[config.mk]
export PLATFORM = sky130hd
export DESIGN_NAME = pwm_gen_mc
export DESIGN_NICKNAME = d
export VERILOG_FILES = /design/src/rtl/pwm_pkg.sv /design/src/rtl/pwm_chan.sv /design/src/rtl/pwm_gen_mc.sv
export SDC_FILE = /design/constraint.sdc
export NUM_CORES = 1
export LEC_CHECK = 0
export ABC_AREA = 1
export ABC_CLOCK_PERIOD_IN_PS = 3800
export CAP_MARGIN = 15
export CORE_AREA = 2 2 91 93
export DETAILED_ROUTE_END_ITERATION = 16
export DIE_AREA = 0 0 93 95
export GPL_TIMING_DRIVEN = 0
export PLACE_DENSITY_LB_ADDON = 0.15
export SYNTH_ARGS = -nofsm -noshare
export SYNTH_HDL_FRONTEND = slang
export SYNTH_SLANG_ARGS = --single-unit
[constraint.sdc]
create_clock -name Clk_pwm -period 3.8 [get_ports Clk_pwm]
set_input_delay 0.95 -clock Clk_pwm [delete_from_list [all_inputs] [get_ports Clk_pwm]]
set_output_delay 0.95 -clock Clk_pwm [all_outputs]
set_load 0.005 [all_outputs]
[src/rtl/pwm_pkg.sv]
// Shared constants for the multi-channel PWM generator: counting-mode encoding
// and default parameter values.
package pwm_pkg;

  typedef enum logic {
    MODE_EDGE   = 1'b0,
    MODE_CENTER = 1'b1
  } pwmMode_e;

  localparam int DEF_WIDTH    = 11;
  localparam int DEF_CHANNELS = 2;
  localparam int DEF_DEADTIME = 4;

endpackage

[src/rtl/pwm_chan.sv]
// One PWM channel: registered compare of the shared counter against this channel's duty.
// With PWM_COMPLEMENT_EN defined it also drives a complementary output with dead-time.
module pwm_chan import pwm_pkg::*; #(
  parameter int WIDTH    = DEF_WIDTH
`ifdef PWM_COMPLEMENT_EN
  , parameter int DEADTIME = DEF_DEADTIME
`endif
) (
  input  logic             Clk_pwm,
  input  logic             Rst,
  input  logic             run,
  input  logic [WIDTH-1:0] count,
  input  logic [WIDTH-1:0] duty,
  output logic             pwm
`ifdef PWM_COMPLEMENT_EN
  , output logic           pwmN
`endif
);

  logic cmp;
  assign cmp = run & (count < duty);

`ifdef PWM_COMPLEMENT_EN
  localparam logic [WIDTH-1:0] DT  = DEADTIME[WIDTH-1:0];
  localparam logic [WIDTH-1:0] ONE = {{(WIDTH-1){1'b0}}, 1'b1};

  logic             rawQ;
  logic [WIDTH-1:0] dt;
  logic [WIDTH-1:0] dtNext;
  logic             settled;

  // dt counts clocks since the last change of the raw compare, saturating at DT
  always_comb begin
    dtNext = dt;
    if (cmp != rawQ) begin
      dtNext = '0;
    end else if (dt != DT) begin
      dtNext = dt + ONE;
    end
  end

  assign settled = (dtNext == DT);

  always_ff @(posedge Clk_pwm or posedge Rst) begin
    if (Rst) begin
      rawQ <= 1'b0;
      dt   <= DT;
      pwm  <= 1'b0;
      pwmN <= 1'b0;
    end else begin
      rawQ <= cmp;
      dt   <= dtNext;
      pwm  <= cmp & settled;
      pwmN <= ~cmp & run & settled;
    end
  end
`else
  always_ff @(posedge Clk_pwm or posedge Rst) begin
    if (Rst) begin
      pwm <= 1'b0;
    end else begin
      pwm <= cmp;
    end
  end
`endif

endmodule

[src/rtl/pwm_gen_mc.sv]
// Multi-channel PWM generator: shared edge/center counter, double-buffered duty with
// valid/ready load, atomic update at period boundaries. PWM_COMPLEMENT_EN adds PwmSigN.
module pwm_gen_mc import pwm_pkg::*; #(
  parameter int WIDTH    = DEF_WIDTH,
  parameter int CHANNELS = DEF_CHANNELS,
  parameter int DEADTIME = DEF_DEADTIME
) (
  input  logic                      Clk_pwm,
  input  logic                      Rst,
  input  logic                      Enable,
  input  logic                      Mode,
  input  logic [CHANNELS*WIDTH-1:0] DutyVec,
  input  logic                      DutyValid,
  output logic                      DutyReady,
  output logic [CHANNELS-1:0]       PwmSig,
  output logic                      PeriodStart
`ifdef PWM_COMPLEMENT_EN
  , output logic [CHANNELS-1:0]     PwmSigN
`endif
);

  localparam logic [WIDTH-1:0] CNT_MAX = {WIDTH{1'b1}};
  localparam logic [WIDTH-1:0] CNT_ONE = {{(WIDTH-1){1'b0}}, 1'b1};

  if (WIDTH < 2 || CHANNELS < 1 || DEADTIME < 0 || DEADTIME >= 2**WIDTH) begin : gBadParams
    $error("pwm_gen_mc: parameter out of range");
  end

  logic [WIDTH-1:0]          cnt;
  logic [WIDTH-1:0]          cntNext;
  logic                      dirUp;
  logic                      dirNext;
  pwmMode_e                  modeReg;
  pwmMode_e                  stepMode;
  logic [CHANNELS*WIDTH-1:0] activeDuty;
  logic [CHANNELS*WIDTH-1:0] pending;
  logic [CHANNELS*WIDTH-1:0] effDuty;
  logic                      pendFull;
  logic                      boundary;
  logic                      loadActive;

  assign boundary   = Enable && (cnt == '0) && (modeReg == MODE_EDGE || dirUp);
  assign loadActive = boundary && pendFull;
  assign stepMode   = boundary ? pwmMode_e'(Mode) : modeReg;
  // The period that starts at a boundary already compares against the newly loaded duty
  assign effDuty    = loadActive ? pending : activeDuty;
  assign DutyReady  = ~pendFull;

  always_comb begin
    cntNext = cnt;
    dirNext = dirUp;
    if (!Enable) begin
      cntNext = '0;
      dirNext = 1'b1;
    end else if (stepMode == MODE_CENTER) begin
      if (dirUp) begin
        if (cnt == CNT_MAX) begin
          cntNext = CNT_MAX - CNT_ONE;
          dirNext = 1'b0;
        end else begin
          cntNext = cnt + CNT_ONE;
        end
      end else begin
        cntNext = cnt - CNT_ONE;
        dirNext = (cnt == CNT_ONE);
      end
    end else begin
      cntNext = cnt + CNT_ONE;
      dirNext = 1'b1;
    end
  end

  always_ff @(posedge Clk_pwm or posedge Rst) begin
    if (Rst) begin
      cnt         <= '0;
      dirUp       <= 1'b1;
      modeReg     <= MODE_EDGE;
      activeDuty  <= '0;
      pending     <= '0;
      pendFull    <= 1'b0;
      PeriodStart <= 1'b0;
    end else begin
      cnt         <= cntNext;
      dirUp       <= dirNext;
      PeriodStart <= boundary;
      if (boundary) begin
        modeReg <= pwmMode_e'(Mode);
      end
      if (loadActive) begin
        activeDuty <= pending;
      end
      // Capture and boundary drain are exclusive: capture needs the buffer empty
      if (DutyValid && DutyReady) begin
        pending  <= DutyVec;
        pendFull <= 1'b1;
      end else if (loadActive) begin
        pendFull <= 1'b0;
      end
    end
  end

  for (genvar k = 0; k < CHANNELS; k++) begin : gChan
    pwm_chan #(
      .WIDTH(WIDTH)
`ifdef PWM_COMPLEMENT_EN
      , .DEADTIME(DEADTIME)
`endif
    ) uChan (
      .Clk_pwm(Clk_pwm),
      .Rst(Rst),
      .run(Enable),
      .count(cnt),
      .duty(effDuty[k*WIDTH +: WIDTH]),
      .pwm(PwmSig[k])
`ifdef PWM_COMPLEMENT_EN
      , .pwmN(PwmSigN[k])
`endif
    );
  end

endmodule
; Word-level counts from Yosys, hierarchy flattened
; Cells that the tools add are included.
[totals]
register_bits = 61
inputBits = 27
output_inout_bits = 4
elab_cells = 38
[classes]
add_sub_neg = 2
n_lt_le_gt_ge = 2
eq_ne = 2
n_mux = 12
bitwise_logic = 4
n_reduce_logical = 7
[ops]
columns = op, n
row1 = $mux W11, 4
row2 = $lt A11 B11 Y1, 2
row3 = $mux W22, 1
row4 = $add A11 B1 Y11 const B, 1
row5 = $eq A11 B1 Y1 const B, 1
row6 = $eq A11 B11 Y1 const B, 1
row7 = $logic_not A11 Y1, 1
row8 = $sub A11 B1 Y11 const B, 1
row9 = $mux W1, 7
row10 = $logic_and A1 B1 Y1, 4
row11 = $and A1 B1 Y1, 2
row12 = $not A1 Y1, 2
row13 = $reduce_bool A2 Y1, 1
row14 = $logic_or A1 B1 Y1, 1

; Depth between registers and ports, before layout
; Gate-level depths: netlist (run 1).
[depth]
ltp_word = 7
mapped_depth = 18
depth_no_buf = 17

; Hierarchy
; Synthesis (run 1) repeated with hierarchy kept, for this count alone.
[unflattened]
hier_cells = 451
hier_area_um2 = 3657.3
[modules_own_cells]
columns = module, instances, cells_per_inst, area_each_um2, seq_area_each_um2
row1 = pwm_gen_mc, 1, 348, 3022.9, 1477.7
row2 = pwm_chan at gChan[1].uChan, 1, 52, 319.1, 25.0
row3 = pwm_chan at gChan[0].uChan, 1, 51, 315.3, 25.0

; Least setup slack after synthesis (run 1)
; OpenSTA, ideal clock, no wires.
[synth_path]
path_type = in2reg
from = in Enable
to = reg gChan[0].uChan.pwm
t_arrival_ns = 2.500
required_time_ns = 3.722
setup_slack_ns = 1.223
stages = 14
cell_sequence = nand2_1 -> inv_1 -> nand2_1 -> nor2_4 -> nand3_4 -> inv_4 -> buf_6 -> nand2_1 -> nand2_1 -> inv_2 -> ha_1 -> a211oi_1 -> o221ai_1 -> a21oi_1
[synth_between]
elab_chain_cells = 6
[synth_lines]
columns = element, line
row1 = from (decl), pwm_gen_mc.sv:10  ; input logic Enable,
row2 = $logic_and A1 B1 Y1 (2 in series), pwm_gen_mc.sv:42  ; assign boundary = Enable && (cnt == '0) && (modeReg == MODE_EDGE || dirUp);
row3 = $logic_and A1 B1 Y1, pwm_gen_mc.sv:43  ; assign loadActive = boundary && pendFull;
row4 = $mux W22, -
row5 = via effDuty[10], pwm_gen_mc.sv:37  ; logic [CHANNELS*WIDTH-1:0] effDuty;
row6 = $lt A11 B11 Y1, pwm_chan.sv:21  ; assign cmp = run & (count < duty);
row7 = $and A1 B1 Y1, pwm_chan.sv:21
row8 = via gChan[0].uChan.cmp, pwm_chan.sv:20  ; logic cmp;
row9 = to (signal assigned), pwm_chan.sv:62  ; pwm <= cmp;
row10 = to (decl), pwm_chan.sv:14  ; output logic pwm
; The timed path passes the listed nets, and every way through them passes these cells.
; A chain may end at the register's enable or synchronous reset.

; Final worst setup path (run 1)
; Ends and elaborated chain as after synthesis.

==> results of run 1 <==
-- critical path, cell delays in order --
cell,delay (ns)
clkdlybuf4s50_1,0.52
nand2_1,0.07
inv_1,0.05
nand2_1,0.08
nor2_4,0.19
nand3_4,0.14
inv_4,0.13
buf_6,0.15
nand2_1,0.05
nand2_1,0.09
inv_2,0.04
ha_1,0.30
a211oi_1,0.23
o221ai_1,0.15
a21oi_1,0.15
-- metrics by stage --
stage               cell area (um^2)  setup slack (ns)  utilization  power [mW]
detailed placement              3811            0.3723       0.4807       2.000
floorplan                       3359             1.223            -       1.742
global placement                3791            0.1673       0.4782       1.969
finish                          4026            0.7607       0.5079       2.613
global route                    4026            0.5611       0.5079       2.838
CTS                             4026            0.7337       0.5079       2.648
-- Yosys cell counts, types with 3 or more instances --
| library cell | instances |
|---|---|
| a21oi_1 | 22 |
| buf_2 | 4 |
| dfrtp_1 | 60 |
| ha_1 | 24 |
| inv_1 | 35 |
| inv_2 | 11 |
| mux2_2 | 19 |
| nand2_1 | 88 |
| nand2_2 | 3 |
| nand2_4 | 3 |
| nand3_1 | 11 |
| nand4_1 | 8 |
| nor2_1 | 14 |
| nor2_4 | 3 |
| nor3_1 | 3 |
| nor3_2 | 3 |
| o21ai_0 | 4 |
| o21ai_1 | 9 |
| xor2_1 | 13 |
-- report_power, final --
part	total, mW	switching (mW)	internal [mW]
Combinational	0.958	0.531	0.427
Sequential	1.02	0.120	0.904
Clock	0.632	0.263	0.369
Total	2.61	0.913	1.70
-- path summary, 6_finish.rpt --
path | start | to | slack, ns | cells past startpoint
max in group asynchronous | Rst | dirUp | 2.19 | 3
max reg2reg | cnt[0] | gChan[0].uChan.pwm | 1.02 | 16
max | Enable | gChan[0].uChan.pwm | 0.76 | 15
min in group asynchronous | Rst | pending[21] | 0.96 | 2
min | activeDuty[18] | activeDuty[18] | 0.48 | 2
min reg2reg | activeDuty[18] | activeDuty[18] | 0.48 | 2
-- routing by layer --
metal / up-vias / GRT usage
met5: - / 0
met4: 0 / 0.07475
met3: 12 / 0.04310
met2: 40 / 0.2627
met1: 1151 / 0.2345
li1: 1257 / -
-- layout make-up --
class / instances / area [um^2] / share of cell area
flip-flops and latches: 61 / 1528 / 0.3794
clock inverters: 6 / 87.58 / 0.02175
repair buffers: 31 / 320.3 / 0.07955
plain buffers: 9 / 61.31 / 0.01523
multi-input cells: 246 / 1592 / 0.3953
clock buffers: 10 / 127.6 / 0.03170
well taps: 105 / 131.4 / 0.03263
inverters: 47 / 178.9 / 0.04444
-- flip-flops by register name (all words and copies together), names as in the netlist --
signal           count
gChan.uChan.pwm      2
modeReg              1
pendFull             1
cnt                 11
pending             22
dirUp                1
activeDuty          22
PeriodStart          1
-- cell families (layout without fill, tap and decap cells) --
logic type,count (synthesis),in the layout,share of synthesized area
muxes,19,19,0.06369
AOI/OAI and AO/OA,44,44,0.07449
adders and majority gates,24,24,0.08939
buffers and inverters,56,103,0.07151
xor gates and xnor gates,14,14,0.03650
and+or+nand+nor,145,145,0.2097
DFF,61,61,0.4548
==> flow_metrics.env, run 1 <==
export IMPL_status="complete, no violations"
export IMPL_clock_fmax_mhz=329.0
export IMPL_synth_seq_area_share=0.4547
export IMPL_wl_um=6856
export IMPL_yosysWarningCount=0
export IMPL_drt_antenna_violating_nets=0
export IMPL_die_h_um=95
export IMPL_syn2layout_area_growth_pct=19.85
export IMPL_cts_root_buf="clkbuf_8"
export IMPL_vias=2460
export IMPL_yosysTopAreaCell="dfrtp_1"
export IMPL_rows=33
export IMPL_synthTopCellsByArea="dfrtp_1, nand2_1, ha_1"
export IMPL_grt_max_degree=40
export IMPL_numCtsBuffers=9
export IMPL_synth_area_um2=3359
export IMPL_nets=456
export IMPL_fp_dieW_um=93
export IMPL_top_layer_used="met4"
export IMPL_clkSinkCount=61
export IMPL_mostFrequentLayoutCells="nand2_1, dfrtp_1, inv_1"
export IMPL_syn_inst=363
export IMPL_crit_path_end_kind="register"
export IMPL_cp_arrival_ns=3.31
export IMPL_post_route_period_util=0.7998
export IMPL_start_kind="primary input"
export IMPL_pin_count=31
export IMPL_instances_no_fill=515
export IMPL_slew_violations=0
export IMPL_overflow=0
export IMPL_netlist_area_leader_share=0.4469
export IMPL_crit_fanout=10
export IMPL_diodes=0
export IMPL_grt_pass1_vias=2357
export IMPL_place_hpwl_um=5026
export IMPL_core_area_um2=7928
export IMPL_clkLatencyLatePin_ns=0.34
export IMPL_fillCellCount=775
export IMPL_cts_buffer_depth=2
export IMPL_firstDrtPassIters=4
export IMPL_async_flop_share=1.000
export IMPL_finalWeightedCongestion=0.8919
export IMPL_synth_nets=414
export IMPL_ctsHoldBuffers=0
export IMPL_relSlewSlack=0.6611
export IMPL_syn_avg_cell_area_um2=9.255
export IMPL_hold_class="register to register"
export IMPL_drive_gt1_frac=0.1902
export IMPL_hold_ws_ns=0.4816
export IMPL_power_density_nw_per_um2=649.1
export IMPL_grt_pass1_wl_um=11540
export IMPL_path_class="primary input to register"
export IMPL_path_clk_slew_ns=0.07
export IMPL_cts_setup_buffers=0
export IMPL_cts_tree="built"
export IMPL_irDropWorstVdd_mv=0.2066
export IMPL_wl_met3_um=232
export IMPL_cp_required_ns=4.07
export IMPL_vias_per_cell=4.777
export IMPL_dr_first_iter_drc_count=142
export IMPL_ctsHtreeMaxLevel=3
export IMPL_synth_edf_count=0
export IMPL_final_hold_violation_count=0
export IMPL_wl_met2_um=3028
export IMPL_wl_met1_um=3473
export IMPL_die_area_um2=8835
export IMPL_ys_ff_latch=61
export IMPL_setup_violations=0
export IMPL_antenna_found_initial=0
export IMPL_cts_resized=0
export IMPL_maxCapViolCount=0
export IMPL_rsz0062_at_grt="false"
export IMPL_final_common_cell="nand2_1"
export IMPL_ys_flop_type="dfrtp_1"
export IMPL_worst_pin_slew_ns=0.5076
export IMPL_grt_total_usage=0.1727
export IMPL_start_util=0.4238
export IMPL_io_buffer_count=30
export IMPL_placedCellCount=499
export IMPL_setup_tns_ns=0
export IMPL_leakage_nw=2.014
export IMPL_netlist_cell_type_count=36
export IMPL_clock_skew_ns=0.009100
export IMPL_finalCriticalPeriod_ns=3.039
export IMPL_drcViolationCount=0
export IMPL_wl_per_cell_um=13.31
Power figures use the tool's default switching activity.
==> inputs of run 2 (changes only) <==
--- a/config.mk
+++ b/config.mk
@@ -6,7 +6,7 @@
 export NUM_CORES = 1
 export LEC_CHECK = 0
 export ABC_AREA = 1
-export ABC_CLOCK_PERIOD_IN_PS = 3800
+export ABC_CLOCK_PERIOD_IN_PS = 2600
 export CAP_MARGIN = 15
 export CORE_AREA = 2 2 91 93
 export DETAILED_ROUTE_END_ITERATION = 16
==> constraint.sdc (replaced) <==
create_clock -name Clk_pwm -period 2.6 [get_ports Clk_pwm]
set_input_delay 0.65 -clock Clk_pwm [delete_from_list [all_inputs] [get_ports Clk_pwm]]
set_output_delay 0.65 -clock Clk_pwm [all_outputs]
set_load 0.005 [all_outputs]
==> run 2 against run 1 <==
Net effect:
- clock skew rose by 0.00062 ns
- first-iteration DRC count rose by 0.70%
- register-to-register slack got worse by 0.87 ns
- critical path depth fell by 2
- total power rose by 49%
- via count rose by 2.2%
- worst setup slack got worse by 0.61 ns
- clock power rose by 46%
- final area rose by 2.3%
- clock-buffer cell count did not move
- non-clock buffer count rose by 9
- sequential power rose by 47%
- largest cell class unchanged
- largest power group unchanged
==> flow_metrics.env, run 2 (synthesized netlist as in run 1, its figures left out) <==
export IMPL_power_frac_seq=0.384
export IMPL_wl_um=7050
export IMPL_cts_buffer_depth=2
export IMPL_setup_slack_ns=0.1539
export IMPL_vias_per_cell=4.798
export IMPL_syn2layout_area_growth_pct=22.64
export IMPL_status="complete, no violations"
export IMPL_slew_violations=0
export IMPL_rr_startpoint="cnt[6]"
export IMPL_grt_pass1_wl_um=11760
export IMPL_leakage_nw=2.054
export IMPL_dp_slack_ns=-0.5277
export IMPL_hp_start="activeDuty[18]"
export IMPL_ctsHtreeMaxLevel=3
export IMPL_worst_pin_slew_ns=0.5080
export IMPL_core_area_um2=7928
export IMPL_dr_first_iter_drc_count=143
export IMPL_mostFrequentLayoutCells="nand2_1, dfrtp_1, inv_1"
export IMPL_path_class="register to register"
export IMPL_overflow=0
export IMPL_clock_skew_ns=0.009725
export IMPL_pwr_share_comb=0.378
export IMPL_cp_arrival_ns=2.71
export IMPL_ff2ff_path_depth=13
export IMPL_cts_tree="built"
export IMPL_die_area_um2=8835
export IMPL_drive_gt1_frac=0.2291
export IMPL_hold_class="register to register"
export IMPL_antenna_found_initial=0
export IMPL_pin_count=31
export IMPL_irDropWorstVdd_mv=0.3162
export IMPL_max_stage_delay_ns=0.49
export IMPL_io_buffer_count=30
export IMPL_setup_violations=0
export IMPL_clkSinkCount=61
export IMPL_wl_per_cell_um=13.45
export IMPL_post_route_period_util=0.9408
export IMPL_nets=465
export IMPL_rows=33
export IMPL_firstDrtPassIters=4
export IMPL_die_h_um=95
export IMPL_crit_chain="nor2_1 > nand2_1 > nor2_8 > nand3_4 > clkinv_4 > buf_6 > nand2_1 > nand2_1 > inv_2 > ha_1 > a211oi_2 > o221ai_1 > a21oi_1"
export IMPL_critical_path_top_delay_family="simple AND/OR/NAND/NOR gates"
export IMPL_final_common_cell="nand2_1"
export IMPL_vias=2514
export IMPL_drt_antenna_violating_nets=0
export IMPL_slowest_stage="dfrtp_1"
export IMPL_ctsHoldBuffers=0
export IMPL_start_kind="register"
export IMPL_crit_path_end_kind="register"
export IMPL_grt_max_degree=40
export IMPL_grt_pass1_vias=2397
export IMPL_hold_ws_ns=0.4826
export IMPL_worst_path_buf_inv=3
export IMPL_hold_path_end="activeDuty[18]"
export IMPL_power_switching_mw=1.363
export IMPL_pwr_share_clk=0.238
export IMPL_r2r_end="gChan[0].uChan.pwm"
export IMPL_path_clk_slew_ns=0.07
export IMPL_diodes=0
export IMPL_fp_dieW_um=93
export IMPL_cts_root_buf="clkbuf_8"
export IMPL_maxCapViolCount=0
export IMPL_drcViolationCount=0
export IMPL_numCtsBuffers=9
export IMPL_p_int_mw=2.527
export IMPL_relSlewSlack=0.6609
export IMPL_r2r_setup_slack_ns=0.15
export IMPL_reg_top3="activeDuty: 22 flops, pending: 22 flops, cnt: 11 flops"
export IMPL_power_density_nw_per_um2=944.2
export IMPL_clkLatencyLatePin_ns=0.34
export IMPL_p_sw_frac=0.3504
export IMPL_cp_required_ns=2.87
export IMPL_finalCriticalPeriod_ns=2.446
export IMPL_place_hpwl_um=5026
export IMPL_hold_depth=2
export IMPL_crit_fanout=10
export IMPL_final_hold_violation_count=0
export IMPL_grt_total_usage=0.1757
export IMPL_clock_fmax_mhz=408.8
export IMPL_finalWeightedCongestion=0.8919
export IMPL_start_util=0.4238
export IMPL_cp_common_cell="nand2_1"
run 2: timing repair:
item                       CTS  global route
setup endpoints to repair    2             2
pin swaps                    1             1
buffers inserted             4             5
cloned                       0             0
gates resized for setup      6             8
run 2: cell type report:
class,count,area [um^2]
Buffer,9,63.81
Clock inverter,6,87.58
Timing Repair Buffer,40,386.6
Multi-Input combinational cell,246,1605
Sequential cell,61,1534
Fill cell,759,3807
Clock buffer,10,127.6
Tap cell,105,131.4
Inverter,47,183.9
run 2: worst register-to-register path, delay by kind of cell, from the launching register on:
kind                     cells  cell delay [ns]
flip-flops                   1             0.49
buffers and inverters        3             0.28
AND/OR/NAND/NOR              6             0.77
adder cells (fa/ha/maj)      1             0.31
AO/OA/AOI/OAI                3             0.52
run 2: through the flow:
stage	area, um^2	power, mW	setup TNS, ns	utilization	std cells
finish	4120	3.890	0	0.5197	524
global route	4120	4.217	-0.005076	0.5197	524
CTS	4066	3.905	0	0.5129	519
floorplan	3359	2.546	0	-	363
detailed placement	3811	2.923	-1.008	0.4807	499
global placement	3791	2.878	-44.93	0.4782	498
run 2: layer usage:
layer  vias to the layer above  GRT usage  part of all wire  routed length [um]
met2                        46     0.2717              0.45                3190
li1                       1280          -                 -                   -
met5                         -          0                 0                   0
met4                         0    0.07475             0.012                  84
met1                      1178     0.2360              0.50                3523
met3                        10    0.04310             0.036                 252
run 2: worst max path at each step:
stage | endpoint | cells after the start | slack [ns] | from
after floorplan | gChan[0].uChan.pwm | 16 | 0.24 | cnt[0]
after global placement | cnt[3] | 2 | -0.73 | Rst
after detailed placement | gChan[0].uChan.pwm | 15 | -0.53 | Enable
after CTS | gChan[1].uChan.pwm | 17 | 0.01 | cnt[0]
after global routing | gChan[0].uChan.pwm | 13 | -0.005 | cnt[7]
final | gChan[0].uChan.pwm | 13 | 0.15 | cnt[6]
run 2: power groups by stage:
stage          clock, mW  sequential, mW  combinational [mW]
6_report           0.925            1.50                1.47
5_1_grt             1.01            1.54                1.67
4_1_cts            0.955            1.50                1.45
3_5_place_dp           0            1.51                1.41
3_3_place_gp           0            1.51                1.37
2_1_floorplan          0            1.46                1.09
